**config.mk**
```make
export PLATFORM = sky130hd
export DESIGN_NAME = controller_event_gen
export DESIGN_NICKNAME = d
export VERILOG_FILES = /design/src/rtl/controller_event_gen_pkg.sv /design/src/rtl/controller_event_arbiter.sv /design/src/rtl/controller_event_gen.sv
export SDC_FILE = /design/constraint.sdc
export NUM_CORES = 1
export LEC_CHECK = 0
export CAP_MARGIN = 20
export CORE_MARGIN = 2
export CORE_UTILIZATION = 50
export DETAILED_ROUTE_END_ITERATION = 12
export PLACE_DENSITY = 0.75
export RECOVER_POWER = 25
export SLEW_MARGIN = 20
export SYNTH_ARGS = -nofsm -noshare
export SYNTH_HDL_FRONTEND = slang
export SYNTH_SLANG_ARGS = --single-unit
```
**constraint.sdc**
```tcl
create_clock -name clock -period 5.6 [get_ports clock]
set_input_delay 1.68 -clock clock [delete_from_list [all_inputs] [get_ports clock]]
set_output_delay 1.68 -clock clock [all_outputs]
set_load 0.05 [all_outputs]
```
**src/rtl/controller_event_gen_pkg.sv**
```systemverilog
// Shared definitions for the gamepad poll scheduler and event generator.
// Button bit positions, poll FSM encoding and mask helpers.
package controller_event_gen_pkg;

  localparam int BTN_START = 0;
  localparam int BTN_Z     = 1;
  localparam int BTN_Y     = 2;
  localparam int BTN_X     = 3;
  localparam int BTN_C     = 4;
  localparam int BTN_B     = 5;
  localparam int BTN_A     = 6;
  localparam int BTN_RIGHT = 7;
  localparam int BTN_LEFT  = 8;
  localparam int BTN_DOWN  = 9;
  localparam int BTN_UP    = 10;
  localparam int BTN_COUNT = 11;

  localparam int DIR_LO    = BTN_RIGHT;
  localparam int DIR_COUNT = BTN_UP - BTN_RIGHT + 1;

  typedef logic [BTN_COUNT-1:0] btn_mask_t;

  typedef enum logic [2:0] {
    ST_IDLE,
    ST_PULSE,
    ST_WAIT,
    ST_SAMPLE,
    ST_UPDATE,
    ST_GAP
  } poll_state_t;

  function automatic logic [3:0] top_index(
    input btn_mask_t m
  );
    logic [3:0] idx;
    idx = '0;
    for (int i = 0; i < BTN_COUNT; i++) begin
      if (m[i]) idx = 4'(i);
    end
    return idx;
  endfunction

  function automatic btn_mask_t onehot(
    input logic [3:0] idx
  );
    return btn_mask_t'(1) << idx;
  endfunction

endpackage

```
**src/rtl/controller_event_arbiter.sv**
```systemverilog
// Pending-event mask with fixed priority selection (up highest, start lowest).
// Presents one event at a time and retires it on acknowledge.
module controller_event_arbiter
  import controller_event_gen_pkg::*;
(
  input  logic       clock,
  input  logic       reset,
  input  btn_mask_t  set_mask,
  input  logic       event_ack,
  output logic       event_valid,
  output logic [3:0] event_code
);

  btn_mask_t pending;
  btn_mask_t clr_mask;
  logic      take;

  assign take     = event_valid & event_ack;
  assign clr_mask = take ? onehot(event_code) : '0;

  // A set arriving with the ack of the same bit keeps it pending.
  always_ff @(posedge clock or negedge reset) begin
    if (!reset) begin
      pending     <= '0;
      event_valid <= 1'b0;
      event_code  <= '0;
    end else begin
      pending <= (pending & ~clr_mask) | set_mask;
      if (take) begin
        event_valid <= 1'b0;
      end else if (!event_valid && |pending) begin
        event_valid <= 1'b1;
        event_code  <= top_index(pending);
      end
    end
  end

endmodule

```
**src/rtl/controller_event_gen.sv**
```systemverilog
// Poll scheduler, debouncer and auto-repeat for the 6-button pad scanner.
// Feeds press/repeat strobes into the event arbiter.
module controller_event_gen
  import controller_event_gen_pkg::*;
#(
  parameter int POLL_PERIOD    = 1000000,
  parameter int PULSE_CYCLES   = 4,
  parameter int SCAN_WAIT      = 8100,
  parameter int DEBOUNCE_POLLS = 2,
  parameter int REPEAT_DELAY   = 25,
  parameter int REPEAT_RATE    = 6
) (
  input  logic        clock,
  input  logic        reset,
  input  logic        enable,
  input  logic [11:0] buttons_in,
  output logic        poll_req,
  output logic [11:0] buttons_stable,
  output logic        event_valid,
  output logic [3:0]  event_code,
  input  logic        event_ack
);

  localparam int PW = $clog2(POLL_PERIOD + 1);
  localparam int CMAX = (SCAN_WAIT > PULSE_CYCLES) ?
                        SCAN_WAIT : PULSE_CYCLES;
  localparam int CW = $clog2(CMAX + 1);

  if (POLL_PERIOD < PULSE_CYCLES + SCAN_WAIT + 3) begin : g_bad_period
    $fatal(1, "POLL_PERIOD too short for pulse, wait, sample, update");
  end
  if (DEBOUNCE_POLLS < 1 || DEBOUNCE_POLLS > 15) begin : g_bad_db
    $fatal(1, "DEBOUNCE_POLLS must be 1..15");
  end
  if (REPEAT_RATE < 1 || REPEAT_RATE > REPEAT_DELAY ||
      REPEAT_DELAY > 255) begin : g_bad_rep
    $fatal(1, "need 1 <= REPEAT_RATE <= REPEAT_DELAY <= 255");
  end

  poll_state_t state;
  logic [PW-1:0] period_cnt;
  logic [CW-1:0] phase_cnt;

  btn_mask_t sample_q;
  btn_mask_t prev_q;
  btn_mask_t stable_q;
  logic [3:0] match_cnt;
  logic [7:0] held_cnt [DIR_COUNT];

  logic [3:0] match_next;
  btn_mask_t  stable_next;
  btn_mask_t  press;
  btn_mask_t  fire;
  btn_mask_t  set_mask;
  logic [7:0] held_next [DIR_COUNT];
  logic       unused_bit;

  assign unused_bit     = buttons_in[11];
  assign buttons_stable = {1'b0, stable_q};

  // Everything below is only consumed during the UPDATE cycle.
  always_comb begin
    if (sample_q == prev_q) begin
      match_next = (match_cnt == 4'd15) ?
                   4'd15 : match_cnt + 4'd1;
    end else begin
      match_next = 4'd1;
    end
    stable_next = (match_next >= 4'(DEBOUNCE_POLLS)) ?
                  sample_q : stable_q;
    press = (stable_next != stable_q) ?
            (sample_q & ~stable_q) : '0;
    fire = '0;
    for (int d = 0; d < DIR_COUNT; d++) begin
      held_next[d] = held_cnt[d] + 8'd1;
      if (!stable_next[DIR_LO+d] || press[DIR_LO+d]) begin
        held_next[d] = '0;
      end else if (held_next[d] == 8'(REPEAT_DELAY)) begin
        fire[DIR_LO+d] = 1'b1;
        held_next[d]   = 8'(REPEAT_DELAY - REPEAT_RATE);
      end
    end
    set_mask = (state == ST_UPDATE) ? (press | fire) : '0;
  end

  always_ff @(posedge clock or negedge reset) begin
    if (!reset) begin
      state      <= ST_IDLE;
      period_cnt <= '0;
      phase_cnt  <= '0;
      poll_req   <= 1'b0;
      sample_q   <= '0;
      prev_q     <= '0;
      stable_q   <= '0;
      match_cnt  <= '0;
      for (int d = 0; d < DIR_COUNT; d++) begin
        held_cnt[d] <= '0;
      end
    end else begin
      unique case (state)
        ST_IDLE: begin
          period_cnt <= '0;
          phase_cnt  <= '0;
          if (enable) begin
            state    <= ST_PULSE;
            poll_req <= 1'b1;
          end
        end
        ST_PULSE: begin
          period_cnt <= period_cnt + PW'(1);
          if (phase_cnt == CW'(PULSE_CYCLES - 1)) begin
            state     <= ST_WAIT;
            poll_req  <= 1'b0;
            phase_cnt <= '0;
          end else begin
            phase_cnt <= phase_cnt + CW'(1);
          end
        end
        ST_WAIT: begin
          period_cnt <= period_cnt + PW'(1);
          if (phase_cnt == CW'(SCAN_WAIT - 1)) begin
            state <= ST_SAMPLE;
          end else begin
            phase_cnt <= phase_cnt + CW'(1);
          end
        end
        ST_SAMPLE: begin
          period_cnt <= period_cnt + PW'(1);
          sample_q   <= buttons_in[BTN_COUNT-1:0];
          state      <= ST_UPDATE;
        end
        ST_UPDATE: begin
          period_cnt <= period_cnt + PW'(1);
          prev_q     <= sample_q;
          match_cnt  <= match_next;
          stable_q   <= stable_next;
          for (int d = 0; d < DIR_COUNT; d++) begin
            held_cnt[d] <= held_next[d];
          end
          state <= ST_GAP;
        end
        ST_GAP: begin
          if (period_cnt == PW'(POLL_PERIOD - 1)) begin
            period_cnt <= '0;
            phase_cnt  <= '0;
            if (enable) begin
              state    <= ST_PULSE;
              poll_req <= 1'b1;
            end else begin
              state <= ST_IDLE;
            end
          end else begin
            period_cnt <= period_cnt + PW'(1);
          end
        end
        default: state <= ST_IDLE;
      endcase
    end
  end

  controller_event_arbiter u_arb (
    .clock       (clock),
    .reset       (reset),
    .set_mask    (set_mask),
    .event_ack   (event_ack),
    .event_valid (event_valid),
    .event_code  (event_code)
  );

endmodule

```
# After elaboration in Yosys (flattened, before gate mapping)
# Cells that the tools add are included.
# Widths: inputs -> output; s select.
# totals
ff_bits	122
out_inout_bits	18
word_cells	123
# op_classes
n_addsub	7
magnitude_cmp	1
eq_ne	20
n_shift	1
n_mux	50
n_bitwise	8
reduce_logical	21
# ops
op	count
$mux 8	8
$pmux 20 s3	1
$pmux 13 s4	1
$mux 11	4
$mux 13	3
$add 8x1->8 const B	4
$eq 8x5->1 const B	4
$mux 3	8
$and 11x11->11	2
$not 11->11	2
$or 11x11->11	2
$add 20x1->20 const B	1
$eq 20x20->1 const B	1
$mux 20	1
$mux 4	5
$pmux 3 s6	1
$mux 1	15
$add 13x1->13 const B	1
$eq 13x13->1 const B	1
$eq 13x2->1 const B	1
$eq 11x11->1	1
$ne 11x11->1	1
$reduce_or 11->1	1
$shl 1x4->11 const A	1
22 further kinds	38

# Longest topological paths before layout
# Gate-level depths: netlist (run 1).
# logic_depth
word_depth	12
depth_mapped	8

# By module
# Synthesis (run 1) repeated with hierarchy kept, for this count alone.
# hier_totals
cells_unflattened	718
hier_area_um2	6587.6
# by_module_without_submodules
module	instances	cells_per_inst	area_each_um2	seq_area_each_um2
controller_event_gen	1	643	5826.8	2652.5
controller_event_arbiter	1	75	760.7	400.4

# Worst setup path before layout (run 1)
# Ideal clock, no wire load.
# synth_path
path_kind	input port to flip-flop
from	in event_ack
to	reg u_arb.pending[7]
setup_ns	0.128
arrival_time_ns	2.467
slack_ns	3.006
stages	5
path_buffers	0
cell_sequence	nand2_1 > or3_1 > o21ai_0 > o41a_1 > o21ai_0
# synth_via
elab_chain_cells	5
# synth_rtl
item	line	source
start: declaration	controller_event_gen.sv:21	input logic event_ack
$and 1x1->1	controller_event_arbiter.sv:18	assign take = event_valid & event_ack;
$mux 11	controller_event_arbiter.sv:19	assign clr_mask = take ? onehot(event_code) : '0;
$not 11->11	controller_event_arbiter.sv:28	pending <= (pending & ~clr_mask) | set_mask;
$and 11x11->11	controller_event_arbiter.sv:28	
$or 11x11->11	controller_event_arbiter.sv:28	
end signal: assignment	controller_event_arbiter.sv:28	
end: declaration	controller_event_arbiter.sv:14	btn_mask_t pending;
# No other way between the ends.
# A chain may end at the register's enable or synchronous reset.

# Worst setup path after layout (run 1)
# layout_path
from	reg u_arb.event_code[0]
to	out event_code[0]
# layout_lines
item	line	source
start: declaration	controller_event_arbiter.sv:11	output logic [3:0] event_code
start signal: assignment	controller_event_arbiter.sv:33	event_code <= top_index(pending);
end: declaration	controller_event_gen.sv:20	output logic [3:0] event_code,
# No word-level cell between the ends.

==> reports/metrics.cfg, run 1 <==
[clock_tree]
cts_max_path_buffers = 2
cts-hold-fix-buffers = 0
post_cts_buffers = 0
cts_buffers = 17
cts_tree = built
htree_levels = 4
cts_sinks = 122
clock-root-buffer = clkbuf_16
clk_latency_ns = 0.44
clkTransAtPathRegs_ns = 0.06
cts_resized = 0

[hold_path]
hold_path_depth = 2
worstHoldPathType = flip-flop to flip-flop
hold_end = prev_q[7]
worstHoldStart = prev_q[7]

[yosys]
ys_warn_count = 0
synthAdderAreaFrac_pct = 2.01
synth.mux.area_fraction_pct = 3.48
synth-xor-area-share_pct = 6.28
synth_edf_count = 0
postSynthAreaPerCell_um2 = 9.14
syn_area_mm2 = 0.00684
synth-simple-area-share_pct = 25.7
syn_inst = 748
synthTopCellsByArea = dfrtp_1, nand2_1, xor2_1, o21ai_0, nor2_1
yosysSeqAreaShare_pct = 44.6
synth_common_cells = dfrtp_1, nand2_1, nor2_1, o21ai_0, xor2_1
yosysTopAreaCell = dfrtp_1
syn_nets = 775
yosys.cell_types.count = 74
synth-seq-cells = 122
synth_top_cell_area_share_pct = 44.6
synth_most_common_cell = dfrtp_1
synth-compound-area-share_pct = 15.0
synth_top_family_by_area = simple AND/OR/NAND/NOR gates
ys.flop_type = dfrtp_1
ys_async_sr_fraction_pct = 100

[global_route]
grt_pass1_wl_um = 26600
overflow = 0
first_global_vias = 5509
antenna_found_initial = 1
grt_max_degree = 64
track_usage_pct = 22.9

[setup_path]
rr_worst_depth = 7
slowest_stage = clkdlybuf4s50_1
path_delay_family = buffers and inverters
arrival_ns = 1.78
r2r-start = phase_cnt[0]
path_buf_inv = 1
worst-setup-path-type = flip-flop to primary output
cp_cell_sequence = clkdlybuf4s50_1
worst_path_largest_cell_delay_ns = 0.86
crit_required_ns = 3.92
critPathLaunchType = flip-flop
rr_endpoint = poll_req
crit_fanout = 8
r2r_slack_ns = 2.57
end_kind = primary output
startpoint = u_arb.event_code[0]

[cells_and_area]
syn_to_final_growth_pct = 15.0
nets = 804
fin_cells = 967
fillers = 1135
final_layout_size_suffix_gt1_share_pct = 9.75

[outcome]
status = finished clean

[pwr]
peakVddDrop_uv = 220
power.density_mw_per_mm2 = 293
p_leak_nw = 3.40

[sta]
final_max_slew_viol_count = 0
slew_headroom_pct = 27.3
min_period_over_period_pct = 61.7
finalSetupTns_ns = 0
rsz0062_at_grt = no
fmax_ghz = 0.289
finalHoldViolations = 0
tightest_slew_ns = 1.08
finalCriticalPeriod_ns = 3.46
fin_worst_skew_ns = 0.00949
setup_viol = 0

[floorplanning]
rows = 42
start_util_pct = 51.4
die_w_um = 121
die_h_um = 121
die-area_mm2 = 0.0146
ios = 34
coreArea_mm2 = 0.0133

[route]
ant_nets = 0
vias = 5762
route.detailed.drc = 0
drtIter0Drc = 431
drt_wl_total_um = 15600
wire_per_inst_um = 16.1
vias_per_cell = 5.96
first_pass_iters = 5

[placement]
dp.cells = 934
hpwl_um = 10500
place.gp.congestion = 0.871
portBuffers = 31

[flow_run]
max_cap_viol_count = 0

## sequential cells by signal, summed over array words and instances, names as in the netlist
signal and count:
match_cnt 4, stable_q 11, u_arb.event_valid 1, u_arb.event_code 4
held_cnt 32, prev_q 11, phase_cnt 13, state 3
period_cnt 20, sample_q 11, u_arb.pending 11, poll_req 1
## metrics by stage
stage	total power, mW	hold WS, ns	area, um2	worst slack [ns]	util (%)
2_1_floorplan	1.16	0.466	6840	3.01	-
3_3_place_gp	1.25	0.480	7290	2.42	54.8
3_5_place_dp	1.26	0.486	7290	2.39	54.8
5_1_grt	2.39	0.523	7860	2.07	59.1
4_1_cts	2.32	0.501	7860	2.15	59.1
6_report	2.30	0.499	7860	2.14	59.1
## kinds of logic (layout without fill, tap and decap cells)
logic type / Yosys count / in the layout
mux: 22 / 22
compound gates: 158 / 158
fa+ha+maj: 11 / 11
other cells: 1 / 2
flops: 122 / 122
xor+xnor: 49 / 49
buf+inv: 48 / 90
simple gates: 337 / 337
## power by group
group	switching, mW	internal (mW)	total [mW]
logic	0.145	0.0923	0.237
clock network	0.441	0.616	1.06
registers	0.0706	0.937	1.01
## cell type report
| class | count | area, um2 | share of cell area (%) |
|---|---|---|---|
| multi-input combinational | 578 | 3590 | 45.7 |
| sequential | 122 | 3050 | 38.8 |
| clock buffer | 17 | 425 | 5.41 |
| timing repair buffer | 35 | 338 | 4.30 |
| tap | 176 | 220 | 2.80 |
| clock inverter | 15 | 145 | 1.85 |
| inverter | 23 | 86.3 | 1.10 |
| antenna | 1 | 2.50 | 0.0318 |
## how the worst max path moves through the flow
stage	endpoint	cells after the start
after global routing	event_code[0]	1
final	event_code[0]	1
after CTS	buttons_stable[8]	1
after floorplan	u_arb.pending[7]	5
after global placement	u_arb.pending[7]	6
after detailed placement	u_arb.pending[7]	6
## routing by layer
metal	GRT usage (%)	up-vias	routed length [um]
met5	0	-	0
met4	8.65	0	333
met3	6.16	31	737
met2	38.2	152	7840
met1	28.4	2823	6700
li1	-	2756	-
## cell usage in the layout, fill, tap and decap left out, types with 4 or more instances in the layout
cell type and n:
a21boi_0 5, a21o_1 5, a21oi_1 25, and3_1 14, and4b_1 4, buf_4 5
clkbuf_16 17, clkdlybuf4s50_1 25, clkinv_4 6, dfrtp_1 122, dlygate4sd3_1 5, ha_1 11
inv_1 23, inv_6 4, mux2_2 14, mux2i_1 8, nand2_1 106, nand2b_1 12
nand3_1 33, nand4_1 20, nor2_1 59, nor2b_1 5, nor3_1 17, nor4_1 7
nor4bb_1 4, o211ai_1 5, o21ai_0 56, o21bai_1 5, o22ai_1 13, o31ai_1 4
or2_2 11, or3_1 17, xnor2_1 9, xor2_1 40
No activity file was read; power rests on OpenSTA's default activity.
==> inputs of run 2 (changes only) <==
==> constraint.sdc (replaced) <==
create_clock -name clock -period 3.4 [get_ports clock]
set_input_delay 1.02 -clock clock [delete_from_list [all_inputs] [get_ports clock]]
set_output_delay 1.02 -clock clock [all_outputs]
set_load 0.05 [all_outputs]
==> run 2 against run 1 <==
Net effect:
- the run now ends with capacitance limit, slew limit left
- register-to-register slack got worse by 1.7 ns
- core utilization increased by 0.13 points
- critical path depth unchanged
- hold slack got worse by 0.0034 ns
- die area unchanged
- worst setup slack got worse by 1.5 ns
- sequential share of layout area decreased by 0.086 points
- non-clock buffer count unchanged
- sequential power increased by 64%
- via count decreased by 2.5%
- global-route usage decreased by 0.81 points
==> reports/metrics.cfg, run 2 (synthesized netlist as in run 1, its figures left out) <==
[cells_and_area]
largestRegisters = held_cnt x32, period_cnt x20, phase_cnt x13
fin_cells = 964  ; -0.31%
nets = 804  ; unchanged
n_antenna_cell = 0  ; -1
utilization_pct = 59.3  ; +0.13 points
regMostFlops = held_cnt
largest_register_ffs = 32  ; unchanged
final_layout_size_suffix_gt1_share_pct = 9.52  ; -0.23 points
stdcell_area_mm2 = 0.00788  ; +0.22%
final_common_cell = dfrtp_1
layout_common_cells = dfrtp_1, nand2_1, nor2_1, o21ai_0, xor2_1
fillers = 1088  ; -4.1%
syn_to_final_growth_pct = 15.2
regArea_mm2 = 0.00305  ; unchanged
multi_input_area_mm2 = 0.00359  ; about the same

[setup_path]
crit_required_ns = 2.38  ; -1.54 ns
end_kind = primary output
path_delay_family = buffers and inverters
worst-setup-path-type = flip-flop to primary output
arrival_ns = 1.78  ; about the same
cp.depth = 1  ; unchanged
cp_cell_sequence = clkdlybuf4s50_1
rr_worst_depth = 7  ; unchanged
path_buf_inv = 1  ; unchanged
worst_path_largest_cell_delay_ns = 0.86  ; about the same
slowest_stage = clkdlybuf4s50_1
crit_fanout = 7  ; -1
critPathLaunchType = flip-flop

[clock_tree]
cts_tree = built
clk_latency_ns = 0.43  ; about the same
htree_levels = 4  ; unchanged
post_cts_buffers = 0  ; unchanged
cts_max_path_buffers = 2  ; unchanged
cts-hold-fix-buffers = 0  ; unchanged
cts_sinks = 122  ; unchanged
cts_buffers = 17  ; unchanged
clkTransAtPathRegs_ns = 0.05  ; about the same
clock-root-buffer = clkbuf_16
cts_resized = 0  ; unchanged

[sta]
finalHoldViolations = 0  ; unchanged
finalCriticalPeriod_ns = 2.80
slew_headroom_pct = -9.26  ; -37 points
tightest_slew_ns = 1.64  ; +0.558 ns
fmax_ghz = 0.357
rsz0062_at_grt = no
holdWs_ns = 0.495  ; -0.00339 ns
setup_viol = 0  ; unchanged
fin_worst_skew_ns = 0.00660  ; -0.00289 ns
setup_slack_ns = 0.602  ; -1.54 ns
finalSetupTns_ns = 0  ; unchanged
final_max_slew_viol_count = 123  ; +123
min_period_over_period_pct = 82.3

[floorplanning]
start_util_pct = 51.4  ; unchanged
die_h_um = 121  ; unchanged
die-area_mm2 = 0.0146  ; unchanged
die_w_um = 121  ; unchanged
ios = 34  ; unchanged
rows = 42  ; unchanged
coreArea_mm2 = 0.0133  ; unchanged

[placement]
hpwl_um = 10000  ; -4.5%
place.gp.congestion = 0.836  ; -4.1%
dp.cells = 934  ; unchanged
placed_area_mm2 = 0.00730  ; +0.17%
dp_slack_ns = 0.867  ; -1.52 ns
portBuffers = 31  ; unchanged

[pwr]
power_frac_seq_pct = 43.3  ; -0.5 points
comb_power_share_pct = 10.2  ; about the same
power.density_mw_per_mm2 = 488  ; +67%
internal-power_mw = 2.86  ; +74%
peakVddDrop_uv = 340  ; +54%
power.switching_uw = 987  ; +50%
design_power_total_mw = 3.84  ; +67%
pwr-share-clk_pct = 46.6  ; +0.7 points
p_sw_share_pct = 25.7  ; -2.8 points
p_leak_nw = 3.41  ; +0.50%

[outcome]
status = finished, violations left
violations = capacitance limit, slew limit

[flow_run]
max_cap_viol_count = 1  ; +1

[hold_path]
hold_path_depth = 2  ; unchanged
worstHoldPathType = flip-flop to flip-flop

[global_route]
antenna_found_initial = 0  ; -1
grt_max_degree = 123  ; +92%
track_usage_pct = 22.1  ; -0.81 points
first_global_vias = 5420  ; -1.6%
overflow = 0  ; unchanged
grt_pass1_wl_um = 25700  ; -3.3%

[route]
drtIter0Drc = 466  ; +8.1%
first_pass_iters = 5  ; unchanged
met1_length_um = 6690  ; -0.16%
highest_layer = met4
route.detailed.drc = 0  ; unchanged
met3_length_um = 622  ; -16%
drt_wl_total_um = 14900  ; -4.5%
vias_per_cell = 5.83  ; -2.2%
dr_wl_met2_um = 7340  ; -6.3%
vias = 5619  ; -2.5%
ant_nets = 0  ; unchanged
wire_per_inst_um = 15.5  ; -4.2%

[run 2: cell types whose count changed in the layout (fill, tap and decap cells not counted), moves of 4 or more]
cell	change
dlygate4sd3_1	-5
clkdlybuf4s50_1	+5
clkbuf_8	+5
inv_6	-4
clkinv_4	-6
[run 2: worst paths after layout]
path                              start                end  slack [ns]
max                         stable_q[9]  buttons_stable[9]        0.60
min                           prev_q[0]          prev_q[0]        0.50
max reg2reg                match_cnt[0]        held_cnt[4]        0.88
min reg2reg                   prev_q[0]          prev_q[0]        0.50
max in group asynchronous         reset      period_cnt[9]        1.22
min in group asynchronous         reset        stable_q[2]        1.08
[run 2: metal layers]
layer / vias up / track usage [%]
met5: - / 0
met2: 103 / 36.9
met4: 0 / 8.14
met1: 2754 / 27.9
li1: 2740 / -
met3: 22 / 5.45
[run 2: layout make-up]
cell class / count / share of cell area (%)
Clock inverter: 7 / 1.14
Multi-Input combinational cell: 578 / 45.6
Sequential cell: 122 / 38.7
Tap cell: 176 / 2.79
Timing Repair Buffer: 35 / 4.29
Clock buffer: 23 / 6.32
Inverter: 23 / 1.10
[run 2: power groups by stage]
stage | sequential (mW) | clock, mW | combinational, mW
finish | 1.66 | 1.79 | 0.392
global route | 1.68 | 1.89 | 0.433
CTS | 1.66 | 1.82 | 0.396
detailed placement | 1.68 | 0 | 0.394
global placement | 1.68 | 0 | 0.387
floorplan | 1.73 | 0 | 0.180
==> inputs of run 3 (changes only) <==
==> constraint.sdc (replaced) <==
create_clock -name clock -period 2.7 [get_ports clock]
set_input_delay 0.81 -clock clock [delete_from_list [all_inputs] [get_ports clock]]
set_output_delay 0.81 -clock clock [all_outputs]
set_load 0.05 [all_outputs]
==> run 3 against run 2 <==
Net effect:
- the run still ends with capacitance limit, slew limit left
- clock-buffer cell count is 6 lower
- cell count is 1.1% higher
- die area stayed put
- non-clock buffer count is 9 higher
- register-to-register slack worse by 0.71 ns
- sequential share of layout area is 0.47 points lower
- critical path depth stayed put
- cell area is 1.2% higher
- clock power is 29% higher
==> reports/metrics.cfg, run 3 (synthesized netlist as in run 1, its figures left out) <==
[clock_tree]
clkTransAtPathRegs_ns = 0.06  ; about the same
clk_latency_ns = 0.43  ; about the same
clock-root-buffer = clkbuf_16
cts_max_path_buffers = 2  ; unchanged
cts_sinks = 122  ; unchanged
cts_buffers = 17  ; unchanged
cts_tree = built
cts-hold-fix-buffers = 0  ; unchanged
htree_levels = 4  ; unchanged

[cells_and_area]
syn_to_final_growth_pct = 16.6
final_layout_size_suffix_gt1_share_pct = 11.0  ; +1.5 points
nets = 813  ; +1.1%
regMostFlops = held_cnt
final_common_cell = dfrtp_1
fillers = 1108  ; +1.8%
largest_register_ffs = 32  ; unchanged
layout_common_cells = dfrtp_1, nand2_1, nor2_1, o21ai_0, xor2_1
n_antenna_cell = 0  ; unchanged
largestRegisters = held_cnt x32, period_cnt x20, phase_cnt x13

[sta]
finalCriticalPeriod_ns = 2.58
setup_viol = 0  ; unchanged
final_max_slew_viol_count = 123  ; unchanged
slew_headroom_pct = -10.6  ; -1.3 points
tightest_slew_ns = 1.66  ; +0.0201 ns
fmax_ghz = 0.388
finalSetupTns_ns = 0  ; unchanged
rsz0062_at_grt = no
min_period_over_period_pct = 95.5
finalHoldViolations = 0  ; unchanged
fin_worst_skew_ns = 0.00637  ; -0.000223 ns
setup_slack_ns = 0.121  ; -0.480 ns

[placement]
hpwl_um = 10100  ; +1.1%
dp_slack_ns = 0.234  ; -0.633 ns
portBuffers = 31  ; unchanged
place.gp.congestion = 0.850  ; +1.7%

[setup_path]
arrival_ns = 1.77  ; about the same
crit_required_ns = 1.89  ; -0.49 ns
crit_fanout = 7  ; unchanged
cp.depth = 1  ; unchanged
cp_cell_sequence = clkdlybuf4s50_1
worst_path_largest_cell_delay_ns = 0.86  ; about the same
startpoint = stable_q[9]
rr_worst_depth = 7  ; unchanged
slowest_stage = clkdlybuf4s50_1
r2r-start = match_cnt[0]
r2r_slack_ns = 0.17  ; -0.71 ns
worst-setup-path-type = flip-flop to primary output
end_kind = primary output
path_delay_family = buffers and inverters
crit_end = buttons_stable[9]
rr_endpoint = held_cnt[3]
critPathLaunchType = flip-flop
path_buf_inv = 1  ; unchanged

[floorplanning]
rows = 42  ; unchanged
coreArea_mm2 = 0.0133  ; unchanged
start_util_pct = 51.4  ; unchanged
die_w_um = 121  ; unchanged
die_h_um = 121  ; unchanged
die-area_mm2 = 0.0146  ; unchanged
ios = 34  ; unchanged

[outcome]
violations = capacitance limit, slew limit
status = finished, violations left

[route]
vias_per_cell = 5.91  ; +1.4%
wire_per_inst_um = 15.6  ; +0.64%
first_pass_iters = 5  ; unchanged
ant_nets = 0  ; unchanged
drt_wl_total_um = 15200  ; +1.8%
route.detailed.drc = 0  ; unchanged
drtIter0Drc = 409  ; -12%
vias = 5765  ; +2.6%

[global_route]
antenna_found_initial = 0  ; unchanged
track_usage_pct = 22.4  ; +0.24 points
grt_max_degree = 123  ; unchanged
overflow = 0  ; unchanged
first_global_vias = 5684  ; +4.9%
grt_pass1_wl_um = 26300  ; +2.4%

[hold_path]
worstHoldPathType = flip-flop to flip-flop

[pwr]
p_leak_nw = 3.46  ; +1.3%
peakVddDrop_uv = 529  ; +56%
power.density_mw_per_mm2 = 613  ; +26%

[flow_run]
max_cap_viol_count = 1  ; unchanged

[run 3: cell count changes in the layout (fill, tap and decap cells not counted), moves of 2 or more]
cell,change
clkinv_4,+3
clkbuf_8,-5
clkinvlp_4,+2
buf_4,+8
[run 3: power by group]
part           internal [mW]  leakage [nW]  switching, mW  total, mW
clock                   1.45         0.285          0.861       2.31
combinational          0.195          1.56          0.301      0.496
sequential              1.94          1.61          0.140       2.08
total                   3.58          3.46           1.30       4.89
[run 3: how the worst min path moves through the flow]
stage,slack [ns],cells past startpoint,endpoint,startpoint
floorplan,0.47,2,prev_q[1],prev_q[1]
global placement,0.48,2,prev_q[5],prev_q[5]
detailed placement,0.48,2,prev_q[0],prev_q[0]
CTS,0.50,2,prev_q[0],prev_q[0]
global route,0.52,2,prev_q[4],prev_q[4]
finish,0.50,2,prev_q[0],prev_q[0]
[run 3: routing by layer]
metal  routed length (um)  vias to the layer above  GRT usage [%]
li1                     -                     2769              -
met1                 6820                     2845           28.2
met2                 7540                      132           36.9
met3                  605                       19           5.45
met4                  217                        0           9.01
met5                    0                        -              0
[run 3: metrics by stage]
stage                     instance area, um2  utilization [%]  total power [mW]  cells  hold WS (ns)
after floorplan                         6840                -              2.41    748         0.466
after detailed placement                7380             55.5              2.61    943         0.482
after CTS                               7990             60.1              4.93    975         0.497
after global placement                  7380             55.5              2.60    943         0.480
after global routing                    7980             60.0              5.08    975         0.522
final                                   7980             60.0              4.89    975         0.498
[run 3: area by class of cell]
class / count / area (um2) / share of cell area (%)
clock buffer: 17 / 425 / 5.33
clock inverter: 15 / 175 / 2.20
inverter: 23 / 86.3 / 1.08
multi-input combinational: 578 / 3600 / 45.1
sequential: 122 / 3050 / 38.3
tap: 176 / 220 / 2.76
timing repair buffer: 44 / 418 / 5.24
[run 3: timing repair]
item,CTS,global route
setup buffers,0,0
setup endpoints to repair,0,4
hold endpoints to repair,0,0
gates resized for setup,0,2
